$ cat src/rtl/bsg_manycore_fam_pair.sv
// Shared multiply-accumulate unit for two adjacent tiles: per-port input FIFOs,
// round-robin issue, fixed-latency pipeline. Optional counters: BSG_FAM_PERF_CNT_EN.
module bsg_manycore_fam_pair #(
    parameter int operand_width_p  = 32,
    parameter int in_data_width_p  = 3 * operand_width_p,
    parameter int out_data_width_p = operand_width_p,
    parameter int num_fifo_p       = 2,
    parameter int num_pipe_p       = 3
) (
    input  logic                             clk_i,
    input  logic                             reset_i,
    input  logic [1:0]                       v_i,
    input  logic [1:0][in_data_width_p-1:0]  data_i,
    output logic [1:0]                       ready_o,
    output logic [1:0]                       v_o,
    output logic [1:0][out_data_width_p-1:0] data_o
`ifdef BSG_FAM_PERF_CNT_EN
    ,output logic [1:0][31:0]                issue_count_o
    ,output logic [31:0]                     conflict_count_o
`endif
);

    localparam int ptr_w_lp = (num_fifo_p > 1) ? $clog2(num_fifo_p) : 1;
    localparam int cnt_w_lp = $clog2(num_fifo_p + 1);

    logic [in_data_width_p-1:0] mem_r [2][num_fifo_p];
    logic [ptr_w_lp-1:0]        wptr_r [2];
    logic [ptr_w_lp-1:0]        rptr_r [2];
    logic [cnt_w_lp-1:0]        cnt_r  [2];
    logic [1:0]                 full_s;
    logic [1:0]                 nonempty_s;
    logic [1:0]                 enq_s;
    logic [1:0]                 deq_s;
    logic                       prio_r;
    logic                       issue_v_s;
    logic                       issue_tag_s;
    logic [in_data_width_p-1:0] head_s;
    logic [operand_width_p-1:0] op_a_s;
    logic [operand_width_p-1:0] op_b_s;
    logic [operand_width_p-1:0] op_c_s;
    logic [operand_width_p-1:0] issue_res_s;
    logic [num_pipe_p-1:0]      pv_r;
    logic [num_pipe_p-1:0]      ptag_r;
    logic [operand_width_p-1:0] pres_r [num_pipe_p];
    logic [operand_width_p-1:0] hold_r [2];

    // FIFO status; ready is forced low while reset is held
    always_comb begin
        for (int k = 0; k < 2; k++) begin
            full_s[k]     = (cnt_r[k] == cnt_w_lp'(num_fifo_p));
            nonempty_s[k] = (cnt_r[k] != {cnt_w_lp{1'b0}});
        end
        ready_o = ~full_s & {2{~reset_i}};
        enq_s   = v_i & ready_o;
    end

    // Round-robin arbitration: prio_r names the port that wins a tie
    always_comb begin
        issue_v_s = |nonempty_s;
        if (nonempty_s == 2'b11) begin
            issue_tag_s = prio_r;
        end else if (nonempty_s[1]) begin
            issue_tag_s = 1'b1;
        end else begin
            issue_tag_s = 1'b0;
        end
        deq_s = 2'b00;
        if (issue_v_s) begin
            deq_s[issue_tag_s] = 1'b1;
        end else begin
            deq_s = 2'b00;
        end
    end

    // Operand extraction and low-bits multiply-add of the issuing head
    always_comb begin
        head_s      = mem_r[issue_tag_s][rptr_r[issue_tag_s]];
        op_a_s      = head_s[3*operand_width_p-1 -: operand_width_p];
        op_b_s      = head_s[2*operand_width_p-1 -: operand_width_p];
        op_c_s      = head_s[operand_width_p-1:0];
        issue_res_s = op_a_s * op_b_s + op_c_s;
    end

    // FIFO storage; contents need no reset since occupancy gates every read
    always_ff @(posedge clk_i) begin
        for (int k = 0; k < 2; k++) begin
            if (enq_s[k]) begin
                mem_r[k][wptr_r[k]] <= data_i[k];
            end
        end
    end

    // FIFO pointers and occupancy
    always_ff @(posedge clk_i) begin
        for (int k = 0; k < 2; k++) begin
            if (reset_i) begin
                wptr_r[k] <= {ptr_w_lp{1'b0}};
                rptr_r[k] <= {ptr_w_lp{1'b0}};
                cnt_r[k]  <= {cnt_w_lp{1'b0}};
            end else begin
                if (enq_s[k]) begin
                    wptr_r[k] <= (wptr_r[k] == ptr_w_lp'(num_fifo_p - 1)) ? {ptr_w_lp{1'b0}}
                                                                          : wptr_r[k] + ptr_w_lp'(1);
                end
                if (deq_s[k]) begin
                    rptr_r[k] <= (rptr_r[k] == ptr_w_lp'(num_fifo_p - 1)) ? {ptr_w_lp{1'b0}}
                                                                          : rptr_r[k] + ptr_w_lp'(1);
                end
                case ({enq_s[k], deq_s[k]})
                    2'b10:   cnt_r[k] <= cnt_r[k] + cnt_w_lp'(1);
                    2'b01:   cnt_r[k] <= cnt_r[k] - cnt_w_lp'(1);
                    default: cnt_r[k] <= cnt_r[k];
                endcase
            end
        end
    end

    // Priority pointer moves to the other port only when something issues
    always_ff @(posedge clk_i) begin
        if (reset_i) begin
            prio_r <= 1'b0;
        end else if (issue_v_s) begin
            prio_r <= ~issue_tag_s;
        end else begin
            prio_r <= prio_r;
        end
    end

    // Non-stalling pipeline; the last stage drives v_o directly
    always_ff @(posedge clk_i) begin
        if (reset_i) begin
            pv_r   <= {num_pipe_p{1'b0}};
            ptag_r <= {num_pipe_p{1'b0}};
            for (int s = 0; s < num_pipe_p; s++) begin
                pres_r[s] <= {operand_width_p{1'b0}};
            end
        end else begin
            pv_r[0]   <= issue_v_s;
            ptag_r[0] <= issue_tag_s;
            pres_r[0] <= issue_res_s;
            for (int s = 1; s < num_pipe_p; s++) begin
                pv_r[s]   <= pv_r[s-1];
                ptag_r[s] <= ptag_r[s-1];
                pres_r[s] <= pres_r[s-1];
            end
        end
    end

    // Per-port result hold so data_o keeps its last value between pulses
    always_ff @(posedge clk_i) begin
        for (int k = 0; k < 2; k++) begin
            if (reset_i) begin
                hold_r[k] <= {operand_width_p{1'b0}};
            end else if (v_o[k]) begin
                hold_r[k] <= pres_r[num_pipe_p-1];
            end else begin
                hold_r[k] <= hold_r[k];
            end
        end
    end

    // Output steering by the tag of the last pipeline stage
    always_comb begin
        v_o[0] = pv_r[num_pipe_p-1] & ~ptag_r[num_pipe_p-1];
        v_o[1] = pv_r[num_pipe_p-1] &  ptag_r[num_pipe_p-1];
        for (int k = 0; k < 2; k++) begin
            if (v_o[k]) begin
                data_o[k] = out_data_width_p'(pres_r[num_pipe_p-1]);
            end else begin
                data_o[k] = out_data_width_p'(hold_r[k]);
            end
        end
    end

`ifdef BSG_FAM_PERF_CNT_EN
    logic [31:0] issue_cnt_r [2];
    logic [31:0] conflict_cnt_r;

    // Issue and contention counters, free-running with wraparound
    always_ff @(posedge clk_i) begin
        if (reset_i) begin
            issue_cnt_r[0] <= 32'd0;
            issue_cnt_r[1] <= 32'd0;
            conflict_cnt_r <= 32'd0;
        end else begin
            for (int k = 0; k < 2; k++) begin
                if (issue_v_s && (issue_tag_s == k[0])) begin
                    issue_cnt_r[k] <= issue_cnt_r[k] + 32'd1;
                end else begin
                    issue_cnt_r[k] <= issue_cnt_r[k];
                end
            end
            if (nonempty_s == 2'b11) begin
                conflict_cnt_r <= conflict_cnt_r + 32'd1;
            end else begin
                conflict_cnt_r <= conflict_cnt_r;
            end
        end
    end

    assign issue_count_o[0]  = issue_cnt_r[0];
    assign issue_count_o[1]  = issue_cnt_r[1];
    assign conflict_count_o  = conflict_cnt_r;
`endif

endmodule

$ cat config.mk
export PLATFORM = sky130hd
export DESIGN_NAME = bsg_manycore_fam_pair
export DESIGN_NICKNAME = d
export VERILOG_FILES = /design/src/rtl/bsg_manycore_fam_pair.sv
export SDC_FILE = /design/constraint.sdc
export NUM_CORES = 2
export LEC_CHECK = 0
export ABC_AREA = 1
export CAP_MARGIN = 20
export CORE_ASPECT_RATIO = 2
export CORE_MARGIN = 1
export CORE_UTILIZATION = 54
export DETAILED_ROUTE_END_ITERATION = 16
export GPL_TIMING_DRIVEN = 0
export MAX_ROUTING_LAYER = met4
export PLACE_DENSITY = 0.85
export SLEW_MARGIN = 15
export SYNTH_ARGS = -nofsm -noshare
export SYNTH_HDL_FRONTEND = slang
export SYNTH_SLANG_ARGS = --single-unit
$ cat constraint.sdc
create_clock -name clk_i -period 10.3 [get_ports clk_i]
set_input_delay 2.06 -clock clk_i [delete_from_list [all_inputs] [get_ports clk_i]]
set_output_delay 2.06 -clock clk_i [all_outputs]
set_load 0.02 [all_outputs]
==> metrics.md <==
| Metric | Value |
|---|---|
| Final Cycle Share | 97.8% |
| DIE WIDTH | 190 um |
| Max Freq | 0.0993 GHz |
| Layout fillers | 5415 |
| Synth Net Count | 4739 |
| Outcome | finished, final reports clean |
| Synth Instances | 3975 |
| Clk pin slew, worst setup/hold paths | 80 ps |
| Drt via density | 5.55 |
| Syn_area_per_cell | 9.59 um2 |
| Final worst slack | 230 ps |
| Buf+Inv Stages, Crit Path | 10 |
| CTS Hold Buffers Added | 0 |
| Layout area overhead | 14.7% |
| Root buffer cell | clkbuf_16 |
| RD Place Congestion | 1.10 |
| # rows | 137 |
| Synth area leaders | edfxtp_1, fa_1, nand2_1 |
| Num ports | 264 |
| Worst EP arrival | 10550 ps |
| Slew margin rel. | 20.7% |
| Final hold violations | 0 |
| Critical Path RT | 10780 ps |
| CP startpoint kind | register |
| Synth warn | 0 |
| Number of clock sinks | 559 |
| Crit Path Category | reg2reg |
| Crit-path max cell delay | 860 ps |
| H-Tree Depth | 2 |
| Drt first pass iters | 5 |
| Post-synthesis sequential area ratio | 41.3% |
| Initial antenna violation count | 2 |
| Worst-margin pin slew | 1180 ps |
| TritonCTS clock tree | done |
| Initial DRC count | 2289 |
| DRC Markers | 0 |
| Pins Over Slew Limit | 0 |
| Die Y | 378 um |
| Post-synth cell types | 47 |
| Placed cells | 5157 |
| Critical path's slowest cell | buf_1 |
| Max cap viols | 0 |
| Finished Layout Cells | 5241 |
| Post-Syn Area | 38100 um2 |
| Worst hold path type | reg2reg |
| Vias | 29100 |
| WL per Instance | 22.8 um |
| Pin count of the biggest net entering global routing | 33 |
| Worst slack, placed | 523 ps |
| Clock latency on the worst-skew pair | 630 ps |
| Yosys top cell area share | 35.9% |
| Initial Util | 54.7% |
| Cell family with most CP delay | adder cells |
| I/O Buffers | 263 |
| Commonest non-fill, non-tap cell in the layout | nand2_1 |
| Routed Antenna Nets | 0 |
| First-pass GRT wire length | 178000 um |
| Period minus WS final | 10070 ps |
| CP Max Fanout | 10 |
| Buffer depth of the longest clock path | 3 |
| # setup viols final | 0 |
| Final layout net count | 5066 |
| Skew final | 43.3 ps |
| Most frequent cells in the layout | nand2_1, inv_1, nor2_1 |
| Total GRT Usage | 35.7% |
| Aggregate routed wire length | 120000 um |
| Sum of net half-perimeters after detailed placement | 93000 um |
| Fraction of layout cells with a size suffix above 1 | 4.80% |
| Leading area contributor after synthesis | edfxtp_1 |
| Core area | 69800 um2 |
| Most used cell, CP | fa_1 |
| Number of buffers created by CTS | 45 |
| Die area | 71700 um2 |
| Seq cells post-synth | 559 |
| Vias in the first global route | 30900 |
| GR Overflow Total | 0 |
| Setup crit end kind | register |
registers in the layout, summed over array words and instances, names as in the netlist:
register,cells
wptr_r,2
pres_r,96
pv_r,3
ptag_r,3
cnt_r,4
prio_r,1
mem_r,384
rptr_r,2
hold_r,64
stage by stage:
step	util, %	setup TNS [ps]	hold slack [ps]	area, um2
2_1_floorplan	-	0	388	38100
4_1_cts	62.7	0	402	43700
3_5_place_dp	60.6	0	392	42300
5_1_grt	62.7	-2.57	412	43700
6_report	62.7	0	397	43700
3_3_place_gp	60.0	-218840	389	41900
logic make-up (layout without fill, tap and decap cells):
group / count (synthesis) / count (layout) / synth area share [%]
XOR/XNOR: 28 / 28 / 0.643
adder cells (fa/ha/maj): 568 / 568 / 27.3
buffers and inverters: 915 / 1275 / 9.52
other: 0 / 3 / 0
AO/OA/AOI/OAI: 281 / 281 / 4.36
flip-flops: 559 / 559 / 41.3
AND/OR/NAND/NOR: 1624 / 1624 / 16.9
synthesized netlist by cell type (all sizes together):
cell	count
a211oi	1
fa	438
a21oi	64
nand3b	15
inv	758
a31oi	5
edfxtp	456
xor2	14
ha	130
nor2	467
nand2	984
a221oi	1
a21o	1
nor4	1
clkbuf	92
buf	60
clkinv	5
o21a	6
o211ai	5
nand4	5
a21boi	2
nand3	136
o21bai	1
nor3	5
xnor2	14
o221ai	1
or2	11
o21ai	192
dfxtp	103
o31ai	2
final timing paths:
check / from / to / slack, ps / cells past startpoint
max: cnt_r[0][0] / pres_r[0][31] / 230 / 35
min: pres_r[0][39] / pres_r[0][71] / 400 / 2
max reg2reg: cnt_r[0][0] / pres_r[0][31] / 230 / 35
min reg2reg: pres_r[0][39] / pres_r[0][71] / 400 / 2
what timing repair did:
item	CTS	global route
resized for setup	0	4
endpoints found under the setup margin	0	1
buffers inserted	0	0
worst min-delay path: cells and delay by family, from the launching register on:
kind | cells | cell delay (ps)
flip-flops | 1 | 300
buffers and inverters | 1 | 40
AND/OR/NAND/NOR | 1 | 30
layer usage:
layer	share of wire [%]	GRT usage (%)
met5	0	-
met4	13	36.9
met3	8.7	8.47
met2	50	59.7
met1	28	31.5
layout make-up:
class	count	area [um2]	area share, %
Multi-Input combinational cell	2501	18800	42.9
Inverter	763	2870	6.56
Sequential cell	559	15800	36.0
Timing Repair Buffer	280	3010	6.89
Tap cell	903	1130	2.58
Buffer	152	764	1.75
Clock inverter	20	230	0.526
Antenna cell	3	7.51	0.0172
Clock buffer	60	1190	2.73
Power is left out: the tool's default activity adds up to more than one toggle a clock period on the data nets, which glitch-free logic cannot reach.
